===== config.mk =====
export PLATFORM = sky130hd
export DESIGN_NAME = arb_req_agent
export DESIGN_NICKNAME = d
export VERILOG_FILES = /design/src/rtl/arb_pkg.sv /design/src/rtl/onehot_to_bin.sv /design/src/rtl/arb_req_agent.sv
export SDC_FILE = /design/constraint.sdc
export NUM_CORES = 1
export LEC_CHECK = 0
export BUFFER_PORTS_ARGS = -buffer_cell sky130_fd_sc_hd__buf_4
export CAP_MARGIN = 20
export CORE_ASPECT_RATIO = 2
export CORE_MARGIN = 3
export CORE_UTILIZATION = 60
export DETAILED_ROUTE_END_ITERATION = 7
export PLACE_DENSITY = 0.83
export SETUP_SLACK_MARGIN = 0.02
export SLEW_MARGIN = 20
export SYNTH_ARGS = -nofsm -noshare
export SYNTH_HDL_FRONTEND = slang
export SYNTH_SLANG_ARGS = --single-unit

===== constraint.sdc =====
create_clock -name clk -period 7 [get_ports clk]
set_input_delay 0.35 -clock clk [delete_from_list [all_inputs] [get_ports clk]]
set_output_delay 0.35 -clock clk [all_outputs]
set_load 0.02 [all_outputs]

===== src/rtl/arb_pkg.sv =====
// Shared types and helpers for the arbitration request agent.
package arb_pkg;

    // Agent sequencing: wait for work, present requests, hold a granted index.
    typedef enum logic [1:0] {
        IDLE = 2'd0,
        REQ  = 2'd1,
        OUT  = 2'd2
    } state_t;

    // Width of a binary index able to name any of n sources (at least 1 bit).
    function automatic int idx_w(input int n);
        return (n > 1) ? $clog2(n) : 1;
    endfunction

endpackage


===== src/rtl/onehot_to_bin.sv =====
// Encodes a grant vector to a binary index and reports whether it is one-hot.
module onehot_to_bin
    import arb_pkg::*;
#(
    parameter int N = 8
) (
    input  logic [N-1:0]          vec,
    output logic [idx_w(N)-1:0]   idx,
    output logic                  onehot
);

    localparam int W = idx_w(N);

    // OR-reduce the positions of set bits; exact only when vec is one-hot.
    always_comb begin
        // NOTE: every output gets a default before any conditional write, so no latch is inferred.
        idx    = '0;
        onehot = 1'b0;
        for (int i = 0; i < N; i++) begin
            if (vec[i]) begin
                idx = idx | W'(i);
            end
        end
        onehot = (vec != '0) && ((vec & (vec - N'(1))) == '0);
    end

endmodule


===== src/rtl/arb_req_agent.sv =====
// Per-source pending-request counters feeding an external LSB-priority
// arbiter; each legal grant is emitted downstream as a binary index.
module arb_req_agent
    import arb_pkg::*;
#(
    parameter int N     = 8,
    parameter int CNT_W = 4
) (
    input  logic                  clk,
    input  logic                  rst_n,
    input  logic [N-1:0]          push,
    output logic [N-1:0]          full,
    output logic [N-1:0]          req,
    input  logic [N-1:0]          gnt,
    output logic                  out_valid,
    input  logic                  out_ready,
    output logic [idx_w(N)-1:0]   out_idx,
    output logic                  err_gnt,
    output logic [N-1:0]          drop
);

    localparam int               W       = idx_w(N);
    localparam logic [CNT_W-1:0] CNT_MAX = '1;

    state_t           state;
    logic [CNT_W-1:0] cnt      [N];
    logic [CNT_W-1:0] cnt_next [N];
    logic [N-1:0]     drop_next;
    logic [N-1:0]     pending;
    logic [N-1:0]     dec;
    logic [W-1:0]     gnt_idx;
    logic             gnt_onehot;
    logic             gnt_legal;
    logic             gnt_take;
    logic             gnt_bad;
    logic             any_next;

    onehot_to_bin #(.N(N)) u_enc (
        .vec    (gnt),
        .idx    (gnt_idx),
        .onehot (gnt_onehot)
    );

    // Per-source status straight from the registered counters.
    always_comb begin
        pending = '0;
        full    = '0;
        for (int i = 0; i < N; i++) begin
            pending[i] = (cnt[i] != '0);
            full[i]    = (cnt[i] == CNT_MAX);
        end
    end

    // Requests are only exposed while the agent waits for a grant.
    assign req       = (state == REQ) ? pending : '0;
    assign gnt_legal = gnt_onehot && ((gnt & ~req) == '0);
    assign gnt_take  = (state == REQ) && gnt_legal;
    assign gnt_bad   = (state == REQ) && (gnt != '0) && !gnt_legal;
    assign dec       = gnt_take ? gnt : '0;

    // Next counter values: a push and a grant on one source cancel out;
    // a push to a saturated counter is discarded and remembered in drop.
    always_comb begin
        drop_next = drop;
        any_next  = 1'b0;
        for (int i = 0; i < N; i++) begin
            cnt_next[i] = cnt[i];
            if (push[i] && !dec[i]) begin
                if (cnt[i] == CNT_MAX) begin
                    drop_next[i] = 1'b1;
                end else begin
                    cnt_next[i] = cnt[i] + CNT_W'(1);
                end
            end else if (dec[i] && !push[i] && (cnt[i] != '0)) begin
                cnt_next[i] = cnt[i] - CNT_W'(1);
            end
            any_next = any_next | (cnt_next[i] != '0);
        end
    end

    // Counter and sticky overflow registers.
    always_ff @(posedge clk or negedge rst_n) begin
        // NOTE: clocked state uses non-blocking assignment so every register samples pre-edge values.
        if (!rst_n) begin
            // NOTE: the counter array is a handful of flops, not a RAM, so it is reset like any register.
            for (int i = 0; i < N; i++) begin
                cnt[i] <= '0;
            end
            drop <= '0;
        end else begin
            for (int i = 0; i < N; i++) begin
                cnt[i] <= cnt_next[i];
            end
            drop <= drop_next;
        end
    end

    // Sequencing FSM with registered out_valid, out_idx and err_gnt.
    always_ff @(posedge clk or negedge rst_n) begin
        if (!rst_n) begin
            state     <= IDLE;
            out_valid <= 1'b0;
            out_idx   <= '0;
            err_gnt   <= 1'b0;
        end else begin
            err_gnt <= gnt_bad;
            case (state)
                IDLE: begin
                    if (pending != '0) begin
                        state <= REQ;
                    end
                end
                REQ: begin
                    if (gnt_take) begin
                        out_idx   <= gnt_idx;
                        out_valid <= 1'b1;
                        state     <= OUT;
                    end
                end
                OUT: begin
                    if (out_ready) begin
                        out_valid <= 1'b0;
                        state     <= any_next ? REQ : IDLE;
                    end
                end
                default: begin
                    out_valid <= 1'b0;
                    state     <= IDLE;
                end
            endcase
        end
    end

endmodule


==> reports/results.ini <==
[run_status]
outcome=completed

[global_routing]
grt_antenna_before_repair=0
grt_usage_pct=29.0
grt_pass1_wl_um=15600
grt_pass1_vias=3289
use_met2_pct=52.5
grt_max_degree=48
use_met1_pct=30.8
use_met3_pct=4.01
gr-total-overflow=0
grt_busiest_layer=met2

[synthesis]
synth_commonest_cells=dfrtp_1 (47), inv_1 (31), nor2_1 (28)
synth_nets=437
yosys.area.top_type=dfrtp_1
ys_seq_area_share_pct=32.6
synthFlopType=dfrtp_1
yosysWarnings=0
yosys-top-cells-area=dfrtp_1 (33%), ha_1 (5.5%), mux2i_1 (4.4%)
postSynthCellCount=402
async_reset_ff_share_pct=100
synth.most_common_cell=dfrtp_1
syn_area_mm2=0.00361
synth-seq-cells=47
avgSynthCellArea_um2=8.97
synth_edf_count=0
synth_top_area_share_pct=32.6
ys_types=73

[power]
ir_drop_mv=0.271
powerDensity_mw_per_mm2=412
p_leak_nw=1.78

[floorplanning]
coreArea_mm2=0.00576
pin_count=48
dieHeight_um=116
dieArea_mm2=0.00703
rows=39
initial_utilization_pct=62.6
die_w_um=60.8

[clocking]
cts_tree=yes
postCtsHoldBufs=0
cts_buffers=5
cts_setup_buffers=0
htree_levels=2
clk_pin_slew_ps=60
cts.sinks=47
cts_root_buf=clkbuf_16
clock_path_buffers=2
cts_resized=0
clk_latency_ps=290

[route]
drt_iter0_drc=283
route.detailed.wl_per_inst_um=19.4
antenna_left=0
drc=0
drtPass1Iterations=5
wl_um=9650
via_per_inst=6.88
vias=3419

[layout]
antennaDiodeCount=0
final_nets=472
drive_above_1_share_pct=19.0
fin_area_mm2=0.00407
areaGrowthSynthToFinish_pct=12.9

[sta]
finalSetupTns_ps=0
fmax_ghz=0.235
slew_viol_final=0
rsz0062_at_grt=no
max_slew_margin_pct=46.8
min_period_ps=4250
fin_worst_skew_ps=3.00
final-hold-violation-count=0
setup_viol=0
worst_pin_slew_ps=788
hold_ws_ps=71.2
fin_crit_sh_pct=60.7

[critical_path]
start_kind=flip-flop
worstPathRequired_ps=7150
r2r-start=state[1]
endpoint_kind=flip-flop
rr_endpoint=state[0]
critPathKind=reg2reg
r2r_slack_ps=2750
reg2regPathDepth=9
crit_fanout=15
worstPathArrival_ps=4400

[place]
port_buffers=47
dpl_cell_area_mm2=0.00394
gp_congestion=0.951
dpl.hpwl_um=7340

[min_path]
hold_path_class=in2async

[flow_run]
maxCapViolCount=0

-- routing by layer --
metal	up-vias	wire length, um
met4	0	502
met1	1650	3510
met3	38	437
li1	1595	-
met2	136	5200
met5	-	0
-- report_power, final --
group          total, mW  switching (mW)  internal [mW]
logic              0.902           0.515          0.387
clock network      0.227          0.0982          0.129
registers          0.550           0.149          0.401
total               1.68           0.763          0.916
-- layout make-up --
| type | count | area, um2 |
|---|---|---|
| clock buffer | 6 | 129 |
| fill | 482 | 1690 |
| inverter | 31 | 116 |
| multi-input combinational | 304 | 2210 |
| sequential | 47 | 1180 |
| tap | 61 | 76.3 |
| timing repair buffer | 48 | 360 |
-- flip-flops by register name, indices dropped and copies added, names as in the netlist --
name and flops:
state 2, out_valid 1, out_idx 3, drop 8, err_gnt 1, cnt 32
-- cells by family (layout without fill, tap and decap cells) --
logic type,Yosys count,count (layout),synth area share [%]
AO/OA/AOI/OAI,85,85,17.7
XOR/XNOR,8,8,1.94
adder cells (fa/ha/maj),16,16,5.55
buffers and inverters,51,85,6.00
flip-flops,47,47,32.6
multiplexers,23,23,6.94
AND/OR/NAND/NOR,172,172,29.3
-- layout by cell type (no fill, tap or decap), drive strengths merged, types with 3 or more instances in the layout --
cell	count
a21oi	13
a311oi	5
a31o	6
a31oi	4
and2	5
and3	9
and4	4
buf	48
clkbuf	6
dfrtp	47
ha	16
inv	31
mux2	6
mux2i	16
nand2	15
nand2b	6
nand3	11
nand4	20
nor2	28
nor2b	3
nor3	17
nor3b	13
nor4	11
nor4bb	4
o211ai	4
o21ai	15
o221ai	3
or2	7
or4	10
xnor2	8
-- worst max path at each step --
| stage | cells after the start | startpoint | end |
|---|---|---|---|
| 2_1_floorplan | 11 | cnt[20] | state[0] |
| 3_3_place_gp | 9 | state[1] | state[0] |
| 3_5_place_dp | 9 | state[1] | state[0] |
| 4_1_cts | 9 | state[1] | state[0] |
| 5_1_grt | 9 | state[1] | state[0] |
| 6_report | 9 | state[1] | state[0] |
-- worst max-delay path: stages, from the launching register on --
cell,delay [ps]
dfrtp_1,410
nand2b_1,440
o21ai_0,520
and3_1,610
nand4_1,540
mux2_2,440
mux2_2,270
or4_1,470
nor4_1,260
a41oi_1,150
-- stage by stage --
stage | power [mW] | cells | utilization, % | setup WS, ps
after floorplan | 1.15 | 402 | - | 3570
after global placement | 1.41 | 491 | 68.5 | 2950
after detailed placement | 1.44 | 491 | 68.5 | 2830
after CTS | 1.68 | 497 | 70.7 | 2790
after global routing | 1.80 | 497 | 70.7 | 2470
final | 1.68 | 497 | 70.7 | 2750
No activity file was read; power rests on OpenSTA's default activity.
